===== config.mk =====
export PLATFORM = sky130hd
export DESIGN_NAME = rv32_csr_file
export DESIGN_NICKNAME = d
export VERILOG_FILES = /design/src/rtl/rv32_csr_file.sv
export SDC_FILE = /design/constraint.sdc
export NUM_CORES = 1
export LEC_CHECK = 0
export ABC_AREA = 1
export CORE_UTILIZATION = 40
export CTS_CLUSTER_SIZE = 40
export DETAILED_ROUTE_END_ITERATION = 10
export DONT_BUFFER_PORTS = 1
export GPL_TIMING_DRIVEN = 0
export PLACE_DENSITY = 0.59
export SLEW_MARGIN = 10
export SYNTH_ARGS = -nofsm -noshare
export SYNTH_HDL_FRONTEND = slang
export SYNTH_SLANG_ARGS = --single-unit

===== constraint.sdc =====
create_clock -name clk -period 12.1 [get_ports clk]
set_clock_uncertainty 0.2 [all_clocks]
set_input_delay 0.605 -clock clk [delete_from_list [all_inputs] [get_ports clk]]
set_output_delay 0.605 -clock clk [all_outputs]
set_load 0.005 [all_outputs]

===== src/rtl/rv32_csr_file.sv =====
// Machine-mode CSR storage for the RV32 core: combinational CSR read, writeback
// commit, trap/mret sequencing, interrupt arbitration and the 64-bit counters.
`timescale 1ns/1ps
module rv32_csr_file #(
  parameter logic [31:0] HART_ID     = 32'd0,
  parameter logic [31:0] RESET_MTVEC = 32'h0000_0000
) (
  input  logic        clk,
  input  logic        reset,
  input  logic [11:0] rd_addr,
  output logic [31:0] rd_data,
  output logic        rd_illegal,
  input  logic        wr_en,
  input  logic [11:0] wr_addr,
  input  logic [31:0] wr_data,
  output logic        wr_illegal,
  input  logic        retire,
  input  logic        trap_req,
  input  logic [31:0] trap_pc,
  input  logic [31:0] trap_cause,
  input  logic [31:0] trap_tval,
  input  logic        mret_req,
  input  logic        irq_ext,
  input  logic        irq_sw,
  input  logic        irq_timer,
  output logic        irq_take,
  output logic [31:0] irq_cause,
  output logic [31:0] trap_vector,
  output logic [31:0] epc
);

  localparam int unsigned XLEN = 32;
  localparam int unsigned CNTW = 64;
  localparam int unsigned CAW  = 12;

  localparam logic [CAW-1:0] CSR_MSTATUS   = 12'h300;
  localparam logic [CAW-1:0] CSR_MISA      = 12'h301;
  localparam logic [CAW-1:0] CSR_MIE       = 12'h304;
  localparam logic [CAW-1:0] CSR_MTVEC     = 12'h305;
  localparam logic [CAW-1:0] CSR_MSCRATCH  = 12'h340;
  localparam logic [CAW-1:0] CSR_MEPC      = 12'h341;
  localparam logic [CAW-1:0] CSR_MCAUSE    = 12'h342;
  localparam logic [CAW-1:0] CSR_MTVAL     = 12'h343;
  localparam logic [CAW-1:0] CSR_MIP       = 12'h344;
  localparam logic [CAW-1:0] CSR_MCYCLE    = 12'hB00;
  localparam logic [CAW-1:0] CSR_MINSTRET  = 12'hB02;
  localparam logic [CAW-1:0] CSR_MCYCLEH   = 12'hB80;
  localparam logic [CAW-1:0] CSR_MINSTRETH = 12'hB82;
  localparam logic [CAW-1:0] CSR_CYCLE     = 12'hC00;
  localparam logic [CAW-1:0] CSR_INSTRET   = 12'hC02;
  localparam logic [CAW-1:0] CSR_CYCLEH    = 12'hC80;
  localparam logic [CAW-1:0] CSR_INSTRETH  = 12'hC82;
  localparam logic [CAW-1:0] CSR_MHARTID   = 12'hF14;

  localparam logic [XLEN-1:0] MISA_VAL   = 32'h4000_0100;
  localparam logic [XLEN-1:0] MIE_MASK   = 32'h0000_0888;
  localparam logic [XLEN-1:0] ALIGN_MASK = 32'hFFFF_FFFC;
  localparam logic [XLEN-1:0] CAUSE_MEI  = 32'h8000_000B;
  localparam logic [XLEN-1:0] CAUSE_MSI  = 32'h8000_0003;
  localparam logic [XLEN-1:0] CAUSE_MTI  = 32'h8000_0007;

  logic            st_mie_q, st_mie_n;
  logic            st_mpie_q, st_mpie_n;
  logic [XLEN-1:0] mie_q, mie_n;
  logic [XLEN-1:0] mtvec_q, mtvec_n;
  logic [XLEN-1:0] mscratch_q, mscratch_n;
  logic [XLEN-1:0] mepc_q, mepc_n;
  logic [XLEN-1:0] mcause_q, mcause_n;
  logic [XLEN-1:0] mtval_q, mtval_n;
  logic [CNTW-1:0] mcycle_q, mcycle_n;
  logic [CNTW-1:0] minstret_q, minstret_n;

  logic [XLEN-1:0] mstatus_rd;
  logic [XLEN-1:0] mip_rd;
  logic [XLEN-1:0] irq_pend;
  logic            wr_commit;

  function automatic logic csr_implemented(input logic [CAW-1:0] a);
    case (a)
      CSR_MSTATUS, CSR_MISA, CSR_MIE, CSR_MTVEC, CSR_MSCRATCH, CSR_MEPC,
      CSR_MCAUSE, CSR_MTVAL, CSR_MIP, CSR_MCYCLE, CSR_MINSTRET, CSR_MCYCLEH,
      CSR_MINSTRETH, CSR_CYCLE, CSR_INSTRET, CSR_CYCLEH, CSR_INSTRETH,
      CSR_MHARTID: return 1'b1;
      default:     return 1'b0;
    endcase
  endfunction

  assign mstatus_rd = {19'd0, 2'b11, 3'd0, st_mpie_q, 3'd0, st_mie_q, 3'd0};
  assign mip_rd     = {20'd0, irq_ext, 3'd0, irq_timer, 3'd0, irq_sw, 3'd0};

  // Combinational read port; no bypass of a same-cycle write.
  always_comb begin
    rd_data    = '0;
    rd_illegal = 1'b0;
    case (rd_addr)
      CSR_MSTATUS:               rd_data = mstatus_rd;
      CSR_MISA:                  rd_data = MISA_VAL;
      CSR_MIE:                   rd_data = mie_q;
      CSR_MTVEC:                 rd_data = mtvec_q;
      CSR_MSCRATCH:              rd_data = mscratch_q;
      CSR_MEPC:                  rd_data = mepc_q;
      CSR_MCAUSE:                rd_data = mcause_q;
      CSR_MTVAL:                 rd_data = mtval_q;
      CSR_MIP:                   rd_data = mip_rd;
      CSR_MCYCLE, CSR_CYCLE:     rd_data = mcycle_q[31:0];
      CSR_MCYCLEH, CSR_CYCLEH:   rd_data = mcycle_q[63:32];
      CSR_MINSTRET, CSR_INSTRET: rd_data = minstret_q[31:0];
      CSR_MINSTRETH, CSR_INSTRETH: rd_data = minstret_q[63:32];
      CSR_MHARTID:               rd_data = HART_ID;
      default:                   rd_illegal = 1'b1;
    endcase
  end

  assign wr_illegal = wr_en & (~csr_implemented(wr_addr) | (wr_addr[11:10] == 2'b11));
  assign wr_commit  = wr_en & ~wr_illegal;

  // Next-state: trap beats mret beats CSR write; counters tick unless written.
  always_comb begin
    st_mie_n   = st_mie_q;
    st_mpie_n  = st_mpie_q;
    mie_n      = mie_q;
    mtvec_n    = mtvec_q;
    mscratch_n = mscratch_q;
    mepc_n     = mepc_q;
    mcause_n   = mcause_q;
    mtval_n    = mtval_q;
    mcycle_n   = mcycle_q + CNTW'(1);
    minstret_n = retire ? minstret_q + CNTW'(1) : minstret_q;

    if (trap_req) begin
      mepc_n    = trap_pc & ALIGN_MASK;
      mcause_n  = trap_cause;
      mtval_n   = trap_tval;
      st_mpie_n = st_mie_q;
      st_mie_n  = 1'b0;
    end else if (mret_req) begin
      st_mie_n  = st_mpie_q;
      st_mpie_n = 1'b1;
    end else if (wr_commit) begin
      case (wr_addr)
        CSR_MSTATUS: begin
          st_mie_n  = wr_data[3];
          st_mpie_n = wr_data[7];
        end
        CSR_MIE:       mie_n      = wr_data & MIE_MASK;
        CSR_MTVEC:     mtvec_n    = wr_data & ALIGN_MASK;
        CSR_MSCRATCH:  mscratch_n = wr_data;
        CSR_MEPC:      mepc_n     = wr_data & ALIGN_MASK;
        CSR_MCAUSE:    mcause_n   = wr_data;
        CSR_MTVAL:     mtval_n    = wr_data;
        CSR_MCYCLE:    mcycle_n   = {mcycle_q[63:32], wr_data};
        CSR_MCYCLEH:   mcycle_n   = {wr_data, mcycle_q[31:0]};
        CSR_MINSTRET:  minstret_n = {minstret_q[63:32], wr_data};
        CSR_MINSTRETH: minstret_n = {wr_data, minstret_q[31:0]};
        default: ;
      endcase
    end
  end

  always_ff @(posedge clk or posedge reset) begin
    if (reset) begin
      st_mie_q   <= 1'b0;
      st_mpie_q  <= 1'b0;
      mie_q      <= '0;
      mtvec_q    <= RESET_MTVEC & ALIGN_MASK;
      mscratch_q <= '0;
      mepc_q     <= '0;
      mcause_q   <= '0;
      mtval_q    <= '0;
      mcycle_q   <= '0;
      minstret_q <= '0;
    end else begin
      st_mie_q   <= st_mie_n;
      st_mpie_q  <= st_mpie_n;
      mie_q      <= mie_n;
      mtvec_q    <= mtvec_n;
      mscratch_q <= mscratch_n;
      mepc_q     <= mepc_n;
      mcause_q   <= mcause_n;
      mtval_q    <= mtval_n;
      mcycle_q   <= mcycle_n;
      minstret_q <= minstret_n;
    end
  end

  // Interrupt arbitration: external > software > timer.
  assign irq_pend = mip_rd & mie_q;
  assign irq_take = ~reset & st_mie_q & (|irq_pend);

  always_comb begin
    irq_cause = '0;
    if (irq_take) begin
      if (irq_pend[11])     irq_cause = CAUSE_MEI;
      else if (irq_pend[3]) irq_cause = CAUSE_MSI;
      else                  irq_cause = CAUSE_MTI;
    end
  end

  assign trap_vector = mtvec_q;
  assign epc         = mepc_q;

endmodule

==> results.md <==
* Yosys warnings at 0
* Met1 global-route usage at a little under three fifths
* Top FF cell, synth: dfrtp_1
* Clock power share at 41.9%
* Syn Inst Count at 2825
* H-tree levels at 2
* Global route hottest layer: met2
* Port Buffer Count at 0
* Reg-to-reg startpoint: mcycle_q[1]
* Critical Path RT at ~11 ns
* # fillers at slightly above 5000
* Clock-pin slew on the worst setup and hold paths at around 0.05 ns
* Core Box Area at between 40000 and 50000 sq um
* WL/cell at 30.1 um
* Reg-to-reg critical path endpoint: mcycle_q[62]
* Overall power at 0.00280 W
* Post-DP Area at between 20000 and 25000 sq um
* Worst-Margin Slew at 1.45 ns
* First-pass GRT wire length at approximately 150 mm
* Power per cell area at 128 nW/um^2
* # clock sinks at 289
* Die width at around 220 um
* Max FO, Critical Path at 10
* R2R Setup Slk at approximately 8.6 ns
* Cell Area, Synth at 19400 sq um
* Initial Utilization at between 40% and 50%
* Die height at around 220 um
* Hpwl dp at about 87 mm
* Antenna violations before repair at 17
* Iter 0 DRT Violations at about 2800
* Met3 Track Usage GR at 12.5%
* Setup ws final at between 7 and 8 ns
* Worst reg2reg path depth at 11
* Tot GR Track Use at approximately 43%
* Layout Cells excl Fill at approximately 3600
* # setup viols final at 0
* NumNets Final at 3083
* Pins Over Slew Limit at 0
* # placed instances at 3472
* Largest net degree at the start of global routing at roughly 110
* Leakage at 10.6 nW
* Rows at 80
* Mapped Avg Cell Area at between 6 and 7 sq um
* # Max-Cap Violations at 0
* Tcrit/Tclk final at 35.7%
* CP Launch Point: rd_addr[9]
* CP arrival at about 3.5 ns
* Core Util, Final at between 40 and 50%
* Area occupied by multi-input gates at around 10000 sq um
* Post-synth top area share at 37.2%
* Pre-antenna DRT Iters at 6
* CTS tree: built
* CTS buffer count at 37
* Met2 Track Usage GR at between 60 and 70%
* Min cycle time layout at between 4 and 5 ns
* CP startpoint kind: input pin
* Synth area leaders: dfrtp_1, nand2_1, nor2_1
* Layout area overhead at 12.6%
* Final hold violation count at 0
* Hold crit path type: input pin to flop
* Crit. End Element: primary output
* Full die area at about 49000 sq um
* Psw at 0.000920 W
* Ports at around 290
* RSZ-0062 raised after global routing: no
* Max-slew headroom at about 3.5%
* Vias in the first global route at about 20000
* Sw Ratio at between 30% and 40%
* Top post-synthesis cells by count: nand2_1, nor2_1, inv_1, dfrtp_1, nand3_1
* Register share of total power at approximately two fifths
* Most common cell in the synthesized netlist: nand2_1
* Clk_lat worst skew at a little under 0.6 ns
* Status: complete, no violations
* Gpl congestion at around 1.0
* DRT Wirelength at about 110 mm
* Largest area contributor in the synthesized netlist: dfrtp_1
* EDFF count, synth at 0
* Pre-CTS WS at between 7 and 8 ns
* Fin area at 21900 sq um
* ANT nets after route at 0
* Clock tree buffer depth at 3
* Sequential cell area fraction in the yosys report at between 30% and 40%
* Peak supply drop at about 120 uV
* Overflow after GRT at 0
* Post CTS Setup Buffer Count at 0
* Combinational fraction of design power at around 17%
* Setup Crit Path Kind: input pin to primary output
* Synthesis-stage register bit count at about 290
* Pint at between 0.0015 and 0.002 W
* Synth unique cells at 50
* DRC violations left at 0
* Worst Setup EP: rd_data[13]
* Clock Tree Root: clkbuf_16
* Sequential cell area at slightly above 7000 sq um
* Fmax at between 200 and 250 MHz
* Asr flop ratio synth at 100%
* Mean number of vias per cell at around 6.0
* DR vias at 21600
* Share of cells above drive strength 1 at approximately 6.2%
==> cells in the final DEF, fill, tap and decap left out, types with 5 or more instances in the layout <==
cell type,n
o21ai_0,93
o22ai_1,26
clkbuf_16,38
nor2_1,401
xnor2_1,10
buf_1,7
inv_2,11
buf_4,42
o21ai_1,94
buf_6,8
diode_2,10
clkbuf_8,8
dlygate4sd3_1,24
a221oi_1,49
nand3_1,191
a22oi_1,5
dfrtp_1,289
conb_1,31
nand4_1,53
nand2_2,7
o211ai_1,32
inv_1,292
buf_2,20
nor3_1,84
xor2_1,98
nand2_1,705
or2_2,6
a21oi_1,134
a22o_1,24
nor4_1,16
nor2_4,8
o211ai_2,6
clkbuf_1,83
==> metal layers <==
metal  wire [um]  share of wire [%]
met5          42              0.039
met4        5940                5.5
met3       13400                 12
met2       46500                 43
met1       41700                 39
==> sequential cells by signal, summed over array words and instances (netlist names) <==
| signal | count |
|---|---|
| mcause_q | 32 |
| minstret_q | 64 |
| mie_q | 3 |
| mscratch_q | 32 |
| mcycle_q | 64 |
| trap_vector | 30 |
| mtval_q | 32 |
| st_mie_q | 1 |
| epc | 30 |
| st_mpie_q | 1 |
==> worst min-delay path by stage <==
stage                 startpoint       endpoint  cells past startpoint
floorplan               mie_q[3]       mie_q[3]                      2
global placement     mtval_q[30]    mtval_q[30]                      2
detailed placement  mcause_q[25]   mcause_q[25]                      2
CTS                   wr_data[0]  minstret_q[0]                      2
global route          wr_data[4]  mscratch_q[4]                      2
finish                wr_data[4]  mscratch_q[4]                      2
==> cell type report <==
| class | instances | area share, % |
|---|---|---|
| multi-input cells | 2110 | 47.3 |
| flip-flops and latches | 289 | 33.0 |
| inverters | 306 | 5.28 |
| clock buffers | 56 | 5.02 |
| plain buffers | 150 | 3.68 |
| well taps | 615 | 3.52 |
| repair buffers | 26 | 1.35 |
| clock inverters | 9 | 0.669 |
| diodes | 10 | 0.114 |
==> metrics by stage <==
step	hold slack, ns	TNS, ns
final	0.0190	0
after global placement	0.267	-166.17
after CTS	0.00455	0
after global routing	0.0195	0
after floorplan	0.253	0
after detailed placement	0.273	0
==> what timing repair did <==
action	4_1_cts	5_1_grt
resized for setup	0	0
hold buffers	24	0
endpoints found under the hold margin	134	0
==> power by group through the flow <==
stage / sequential [W] / combinational (W) / clock [W]
after floorplan: 0.00113 / 0.000310 / 0
after global placement: 0.00117 / 0.000441 / 0
after detailed placement: 0.00117 / 0.000449 / 0
after CTS: 0.00115 / 0.000462 / 0.00117
after global routing: 0.00116 / 0.000517 / 0.00120
final: 0.00116 / 0.000472 / 0.00117
==> worst max-delay path, cell delays in order <==
cell,delay (ns)
nand2_1,0.11
nor2_1,0.08
nand2_1,0.06
nor2_1,0.09
nand2_1,0.50
inv_1,0.34
clkbuf_1,0.38
nand2_1,0.14
nand2_1,0.05
a221oi_1,0.75
o2111ai_1,0.41
==> kinds of logic (layout without fill, tap and decap cells) <==
family	count (synthesis)	in the layout	share of synthesized area [%]
other	1	41	0.0193
buffers and inverters	456	547	10.1
and+or+nand+nor	1494	1494	32.9
adders and majority gates	2	2	0.129
AOI/OAI and AO/OA	475	475	14.8
xor gates and xnor gates	108	108	4.87
DFF	289	289	37.2
Note: power is estimated with default switching activity, not from simulation.
